### config.mk
export PLATFORM = sky130hd
export DESIGN_NAME = cfg_dprio_csr_chain_loader_flat
export DESIGN_NICKNAME = d
export VERILOG_FILES = /design/src/rtl/cfg_dprio_csr_chain_loader_if.sv /design/src/rtl/cfg_dprio_csr_chain_loader.sv /design/src/flat_wrapper.sv
export SDC_FILE = /design/constraint.sdc
export NUM_CORES = 1
export LEC_CHECK = 0
export ABC_AREA = 0
export ABC_CLOCK_PERIOD_IN_PS = 2800
export CORE_UTILIZATION = 44
export DETAILED_ROUTE_END_ITERATION = 16
export PLACE_DENSITY = 0.69
export SLEW_MARGIN = 5
export SYNTH_ARGS = -nofsm -noshare
export SYNTH_HDL_FRONTEND = slang
export SYNTH_SLANG_ARGS = --single-unit
### constraint.sdc
create_clock -name clk -period 2.8 [get_ports clk]
set_clock_uncertainty 0.15 [all_clocks]
set_input_delay 0.84 -clock clk [delete_from_list [all_inputs] [get_ports clk]]
set_output_delay 0.84 -clock clk [all_outputs]
set_load 0.03 [all_outputs]
### src/rtl/cfg_dprio_csr_chain_loader_if.sv
// rtl/cfg_dprio_csr_chain_loader_if.sv - word handshake, serial chain and status bundle for the CSR chain loader
interface cfg_dprio_csr_chain_loader_if #(
    parameter int DATA_WIDTH = 16
);
    logic                  start;
    logic                  abort;
    logic                  word_valid;
    logic [DATA_WIDTH-1:0] word_data;
    logic                  word_ready;
    logic                  csr_in;
    logic                  csr_en;
    logic                  csr_out;
    logic                  rdbk_valid;
    logic [DATA_WIDTH-1:0] rdbk_data;
    logic                  busy;
    logic                  done;
    logic                  aborted;

    modport master (
        input  start, abort, word_valid, word_data, csr_out,
        output word_ready, csr_in, csr_en, rdbk_valid, rdbk_data, busy, done, aborted
    );

    modport slave (
        output start, abort, word_valid, word_data, csr_out,
        input  word_ready, csr_in, csr_en, rdbk_valid, rdbk_data, busy, done, aborted
    );
endinterface

### src/rtl/cfg_dprio_csr_chain_loader.sv
// rtl/cfg_dprio_csr_chain_loader.sv - shifts parallel words MSB-first into a DPRIO CSR chain and returns the tail bits as readback words
module cfg_dprio_csr_chain_loader #(
    parameter int DATA_WIDTH = 16,
    parameter int NUM_WORDS  = 4
) (
    input  logic                           clk,
    input  logic                           rst_n,
    cfg_dprio_csr_chain_loader_if.master   bus
);
    localparam int BW = (DATA_WIDTH > 1) ? $clog2(DATA_WIDTH) : 1;
    localparam int WW = (NUM_WORDS > 1) ? $clog2(NUM_WORDS) : 1;
    localparam logic [BW-1:0] BIT_LAST  = BW'(DATA_WIDTH - 1);
    localparam logic [WW-1:0] WORD_LAST = WW'(NUM_WORDS - 1);

    typedef enum logic [1:0] {IDLE, LOAD, SHIFT, DONE} state_t;

    state_t                state, state_next;
    logic [BW-1:0]         bit_cnt;
    logic [WW-1:0]         word_cnt;
    logic [DATA_WIDTH-2:0] shreg;
    logic [DATA_WIDTH-2:0] rdsh;
    logic [DATA_WIDTH-1:0] rdsh_next;
    logic [DATA_WIDTH-1:0] rdbk_data;
    logic                  csr_in, csr_en, rdbk_valid, done, aborted;
    logic                  word_ready, accept, last_bit, last_word, abort_hit;

    assign bus.word_ready = word_ready;
    assign bus.csr_in     = csr_in;
    assign bus.csr_en     = csr_en;
    assign bus.rdbk_valid = rdbk_valid;
    assign bus.rdbk_data  = rdbk_data;
    assign bus.busy       = (state != IDLE);
    assign bus.done       = done;
    assign bus.aborted    = aborted;

    // the chain tail is sampled on every edge the chain is enabled
    assign rdsh_next = {rdsh, bus.csr_out};

    always_comb begin
        state_next = state;
        word_ready = 1'b0;
        abort_hit  = bus.abort && (state != IDLE);
        last_bit   = (state == SHIFT) && (bit_cnt == BIT_LAST);
        last_word  = (word_cnt == WORD_LAST);
        if (state == LOAD) begin
            word_ready = !bus.abort;
        end else if (last_bit && !last_word) begin
            word_ready = !bus.abort;
        end
        accept = word_ready && bus.word_valid;
        case (state)
            IDLE:    if (bus.start && !bus.abort) state_next = LOAD;
            LOAD:    if (accept) state_next = SHIFT;
            SHIFT: begin
                if (last_bit) begin
                    if (last_word)    state_next = DONE;
                    else if (!accept) state_next = LOAD;
                end
            end
            DONE:    state_next = IDLE;
            default: state_next = IDLE;
        endcase
        if (abort_hit) state_next = IDLE;
    end

    always_ff @(posedge clk or negedge rst_n) begin
        if (!rst_n) begin
            state      <= IDLE;
            bit_cnt    <= '0;
            word_cnt   <= '0;
            shreg      <= '0;
            rdsh       <= '0;
            rdbk_data  <= '0;
            csr_in     <= 1'b0;
            csr_en     <= 1'b0;
            rdbk_valid <= 1'b0;
            done       <= 1'b0;
            aborted    <= 1'b0;
        end else begin
            state      <= state_next;
            rdbk_valid <= 1'b0;
            done       <= 1'b0;
            aborted    <= 1'b0;
            if (abort_hit) begin
                // partial readback is dropped; the chain keeps whatever was shifted so far
                aborted  <= 1'b1;
                csr_en   <= 1'b0;
                csr_in   <= 1'b0;
                rdsh     <= '0;
                bit_cnt  <= '0;
                word_cnt <= '0;
            end else begin
                if (csr_en) begin
                    rdsh <= rdsh_next[DATA_WIDTH-2:0];
                    if (last_bit) begin
                        rdbk_data  <= rdsh_next;
                        rdbk_valid <= 1'b1;
                    end
                end
                case (state)
                    IDLE: begin
                        if (bus.start) begin
                            word_cnt <= '0;
                            bit_cnt  <= '0;
                        end
                    end
                    LOAD: begin
                        if (accept) begin
                            shreg   <= bus.word_data[DATA_WIDTH-2:0];
                            csr_in  <= bus.word_data[DATA_WIDTH-1];
                            csr_en  <= 1'b1;
                            bit_cnt <= '0;
                        end
                    end
                    SHIFT: begin
                        if (!last_bit) begin
                            csr_in  <= shreg[DATA_WIDTH-2];
                            shreg   <= shreg << 1;
                            bit_cnt <= bit_cnt + 1'b1;
                        end else if (accept) begin
                            // next word follows with no gap in csr_en
                            shreg    <= bus.word_data[DATA_WIDTH-2:0];
                            csr_in   <= bus.word_data[DATA_WIDTH-1];
                            bit_cnt  <= '0;
                            word_cnt <= word_cnt + 1'b1;
                        end else begin
                            csr_en  <= 1'b0;
                            csr_in  <= 1'b0;
                            bit_cnt <= '0;
                            if (last_word) done <= 1'b1;
                            else           word_cnt <= word_cnt + 1'b1;
                        end
                    end
                    default: ;
                endcase
            end
        end
    end
endmodule
### src/flat_wrapper.sv
// flat-port wrapper written by rule: the top's interface ports become plain ports
module cfg_dprio_csr_chain_loader_flat 
#(
    parameter int DATA_WIDTH = 16,
    parameter int NUM_WORDS  = 4
)
  (clk, rst_n, bus_start, bus_abort, bus_word_valid, bus_word_data, bus_csr_out, bus_word_ready, bus_csr_in, bus_csr_en, bus_rdbk_valid, bus_rdbk_data, bus_busy, bus_done, bus_aborted);
  cfg_dprio_csr_chain_loader_if #(.DATA_WIDTH(DATA_WIDTH)) bus_i ();
  input  logic clk;
  input  logic rst_n;
  input wire logic [$bits(bus_i.start)-1:0] bus_start;
  input wire logic [$bits(bus_i.abort)-1:0] bus_abort;
  input wire logic [$bits(bus_i.word_valid)-1:0] bus_word_valid;
  input wire logic [$bits(bus_i.word_data)-1:0] bus_word_data;
  input wire logic [$bits(bus_i.csr_out)-1:0] bus_csr_out;
  output wire logic [$bits(bus_i.word_ready)-1:0] bus_word_ready;
  output wire logic [$bits(bus_i.csr_in)-1:0] bus_csr_in;
  output wire logic [$bits(bus_i.csr_en)-1:0] bus_csr_en;
  output wire logic [$bits(bus_i.rdbk_valid)-1:0] bus_rdbk_valid;
  output wire logic [$bits(bus_i.rdbk_data)-1:0] bus_rdbk_data;
  output wire logic [$bits(bus_i.busy)-1:0] bus_busy;
  output wire logic [$bits(bus_i.done)-1:0] bus_done;
  output wire logic [$bits(bus_i.aborted)-1:0] bus_aborted;
  assign bus_i.start = bus_start;
  assign bus_i.abort = bus_abort;
  assign bus_i.word_valid = bus_word_valid;
  assign bus_i.word_data = bus_word_data;
  assign bus_i.csr_out = bus_csr_out;
  assign bus_word_ready = bus_i.word_ready;
  assign bus_csr_in = bus_i.csr_in;
  assign bus_csr_en = bus_i.csr_en;
  assign bus_rdbk_valid = bus_i.rdbk_valid;
  assign bus_rdbk_data = bus_i.rdbk_data;
  assign bus_busy = bus_i.busy;
  assign bus_done = bus_i.done;
  assign bus_aborted = bus_i.aborted;
  cfg_dprio_csr_chain_loader #(.DATA_WIDTH(DATA_WIDTH), .NUM_WORDS(NUM_WORDS)) u_core (.clk(clk), .rst_n(rst_n), .bus(bus_i));
endmodule
# Yosys cells after proc, flatten, opt, wreduce, memory -nomap -nowiden
# Cells that the tools add are included.
# totals
input_bits,22
elab_cells,91
out_inout_bits,23
register_bits,59
# classes
addsub,2
n_mux,44
eq_ne,12
bitwise,1
n_reduce_logical,21
# op_table
operator,n
$mux 15,4
$pmux 15 s2,1
$mux 2,11
$mux 1,19
$mux 4,4
$pmux 4 s3,1
$reduce_and 4->1,3
$ne 3x1->1 const B,3
$pmux 2 s4,1
$eq 2x2->1 const B,3
$reduce_and 3->1,2
$reduce_bool 2->1,3
$reduce_bool 3->1,2
$logic_and 1x1->1,5
$add 4x1->4 const B,1
$eq 4x4->1 const B,1
$ne 4x3->1 const B,1
$ne 4x4->1 const B,1
$pmux 1 s2,2
$pmux 2 s2,1
$reduce_and 2->1,2
$reduce_bool 4->1,1
$ne 3x2->1 const B,1
$ne 3x3->1 const B,1
other kinds (5),6

# Logic depth before layout (Yosys ltp)
# logic_depth
ltp_word,11
ltp_mapped,9
mapped_depth_nobuf,7

# Worst setup path before layout
# No wires, ideal clock.
# synth_timing
path_kind,input to output
from,input port bus_abort
to,output port bus_word_ready
stages,2
required_time_ns,1.810
t_arrival_ns,1.404
setup_slack_ns,0.406
n_path_buf,1
path_cell_list,buf_4 nor2_1
# synth_between
elab_chain_cells,3
# synth_rtl
item,line_no,source
start: declaration,flat_wrapper.sv:12,input wire logic [$bits(bus_i.abort)-1:0] bus_abort;
$logic_not 1->1 *,"cfg_dprio_csr_chain_loader.sv:46, cfg_dprio_csr_chain_loader.sv:48",
$mux 1,cfg_dprio_csr_chain_loader.sv:47,end else if (last_bit && !last_word) begin
$mux 1 *,cfg_dprio_csr_chain_loader.sv:45,if (state == LOAD) begin
end: declaration,flat_wrapper.sv:16,output wire logic [$bits(bus_i.word_ready)-1:0] bus_word_ready;
# Mark *: on every way between the ends. The rest lies on a longest branch, timed or not.

# Worst setup path in the final report
# layout_timing
from,register u_core.bit_cnt[0]
to,output port bus_word_ready
# layout_between
elab_chain_cells,5
# layout_rtl
item,line_no,source
start: declaration,cfg_dprio_csr_chain_loader.sv:18,logic [BW-1:0] bit_cnt;
start signal: assignment,cfg_dprio_csr_chain_loader.sv:119,bit_cnt <= bit_cnt + 1'b1;
$eq 4x4->1,cfg_dprio_csr_chain_loader.sv:43,last_bit = (state == SHIFT) && (bit_cnt == BIT_LAST);
$logic_and 1x1->1,cfg_dprio_csr_chain_loader.sv:43,
$logic_and 1x1->1,cfg_dprio_csr_chain_loader.sv:47,
$mux 1,cfg_dprio_csr_chain_loader.sv:47,
$mux 1,cfg_dprio_csr_chain_loader.sv:45,
# Every way passes these cells.

==> metrics <==
Seq/Total Area, Yosys=0.5254; residual DRC count=0; Max IR drop VDD=just over 500 uV; async set-reset flop share out of synthesis=1.000; vias=around 2000; layout cells sized above 1=0.1667; Comb pwr share=0.331; worst-case clock buffer depth=2; clock latency on the worst-skew pair=around 0.33 ns; Int Power=slightly above 0.002 W; top-count cell post-synth=dfrtp_1; LEAKAGE=between 1.5 and 2 nW; HP Class=primary input to asynchronous set/reset pin; EDFF count, synth=0; # setup viols final=0; Floorplan Core Area=between 0.006 and 0.007 mm2; Area growth syn-to-layout=27.38%; most frequent cells after synthesis=dfrtp_1, inv_1, nor2_1; die area=0.006710 mm2; max-cap violation count=0; Pins Over Slew Limit=0; Cells after Synth=~250; Sw Share=0.3302; Slew @ Worst Pin=about 0.68 ns; Final ANT Viol Nets=0; pin count of the biggest net entering global routing=22; Ports=45; Iter 0 DRT Violations=just over 90; Clk pin slew, worst setup/hold paths=roughly 0.070 ns; TritonCTS sink count=between 50 and 60; Final GP Congestion=approximately 0.77; CTS tree=done; Net Sw Power=0.001010 W; Synth top area share=0.5254; pwr dens=854.4 mW/mm2; hold buffers post-CTS=0; Die H=roughly 82 um; Final WS setup=approximately 0.18 ns; Post-DP HPWL=roughly 3600 um; Critical Path Source=u_core.bit_cnt[0]; CP arrival=1.63 ns; Mapped Avg Cell Area=between 10 and 15 um2; via count of the first global-routing pass=1962; R2R Setup Slk=approximately 0.56 ns; CP required=between 1.5 and 2 ns; final wirelength=~5300 um; initial antenna violation count=0; Setup Fix Bufs, Post-CTS=0; Final Cycle Share=0.9342; Vias/cell=about 5.3; Yosys reg bits=59; PortBufs=44; syn_nets=276; Antenna Cells=0; pre-CTS setup slack=approximately 0.019 ns; PostCTS Resize Cnt=1; Num CTS Buffers=9; GRT overflow=0; Yosys cell types=45; Initial Util=0.4664; status=finished clean; min Tclk post-route=between 2 and 3 ns; Placement Rows=28; kind of critical path=flip-flop to output pin; dominant register cell in the synthesized netlist=dfrtp_1; Synthesis Warnings=0; Final Hold Fails=0; Die X=81.92 um; first-pass GRT wire length=between 9000 and 10000 um; final net count=~330; H-tree Lvls=3; setup_tns=0 ns; Critical Path End Type=output pin; top cells by area, synth=dfrtp_1, mux2i_1, mux2_4, inv_1, o22ai_1; Final Total Pwr=0.003059 W; clock share of power=0.307; Max Clk Rate=382.3 MHz; CP Launch Type=flip-flop; Mapped Area=~0.0028 mm2; Synth area leader=dfrtp_1; Root Buffer=clkbuf_8; Avg WL per Cell=13.98 um; Register-to-Register Path Depth=7; r2r endpoint=u_core.shreg[3]; DRT Pass-1 Iters=4; Reg power frac=0.362; Reg-to-Reg Start=u_core.state[0]; total track usage=0.1840; fillcell total=~510; Slew headroom=0.5483; RSZ-0062 raised after global routing=no; highest net fanout along the worst path=6
power groups by stage:
| stage | Combinational [W] | Sequential [W] | Clock [W] |
|---|---|---|---|
| 6_report | 0.00101 | 0.00111 | 0.000939 |
| 3_5_place_dp | 0.00102 | 0.00112 | 0 |
| 4_1_cts | 0.00102 | 0.00111 | 0.000962 |
| 2_1_floorplan | 0.000719 | 0.00113 | 0 |
| 5_1_grt | 0.00112 | 0.00113 | 0.00100 |
| 3_3_place_gp | 0.00100 | 0.00112 | 0 |
kinds of logic after synthesis:
group,count (synthesis),synth area share
flops,59,0.5254
compound gates,59,0.1354
mux,34,0.1403
simple gates,55,0.1162
buf+inv,37,0.06055
fa+ha+maj,5,0.02226
registers in the layout, indices dropped and copies added (netlist names), 2 cells and up:
name and flops:
u_core.word_cnt 2, u_core.shreg 15, u_core.bus.rdbk_data 16, u_core.bit_cnt 4
u_core.rdsh 15, u_core.state 2
cells in the final DEF (no fill, tap or decap), drive strengths merged, types with 2 or more instances in the layout:
master	netlist	routed
nor2b	5	5
nand2b	3	3
clkdlybuf4s50	0	41
mux2i	18	18
a22oi	2	2
nor2	20	20
nand3b	3	3
ha	5	5
a211oi	2	2
o21ai	10	10
and3	2	2
a21o	2	2
clkbuf	2	12
o2bb2ai	3	3
a21oi	16	16
mux2	16	16
bufinv	0	3
nor4	2	2
o31ai	2	2
nand2	8	8
dfrtp	59	59
o22ai	14	14
nand3	5	5
buf	10	11
nor3	2	2
inv	25	25
how the worst max path moves through the flow:
stage | end | slack [ns] | cells past startpoint
final | bus_word_ready | 0.18 | 5
after global routing | bus_word_ready | 0.03 | 5
after CTS | bus_word_ready | 0.05 | 5
after detailed placement | u_core.shreg[3] | 0.02 | 6
after global placement | u_core.shreg[10] | 0.1 | 6
after floorplan | bus_word_ready | 0.41 | 2
final cells by class:
cell class | instances | area [um2] | area share
multi-input cells | 153 | 1171 | 0.3272
well taps | 75 | 93.84 | 0.02621
clock inverters | 4 | 97.59 | 0.02726
flip-flops and latches | 59 | 1476 | 0.4124
clock buffers | 12 | 145.1 | 0.04055
inverters | 25 | 96.34 | 0.02691
repair buffers | 53 | 499.2 | 0.1395
routing by layer:
layer / up-vias / global-route usage / part of all wire
met1: 987 / 0.2427 / 0.48
met3: 11 / 0.04222 / 0.039
met5: - / 0 / 0
li1: 989 / - / -
met4: 0 / 0.09474 / 0.021
met2: 47 / 0.2810 / 0.46
per-stage QoR:
step | hold WS [ns] | cell area, um2 | cells | utilization
final | 0.2895 | 3580 | 381 | 0.5941
after global placement | 0.3218 | 3331 | 365 | 0.5527
after detailed placement | 0.3290 | 3331 | 365 | 0.5527
after global routing | 0.3060 | 3580 | 381 | 0.5941
after CTS | 0.2982 | 3572 | 381 | 0.5928
after floorplan | 0.3065 | 2810 | 249 | -
critical path, cell delays in order (launching register included):
cell,delay [ns]
dfrtp_1,0.42
ha_1,0.27
and3_4,0.20
a21oi_1,0.17
nor2_1,0.06
buf_4,0.16
(Power assumes the default switching activity.)
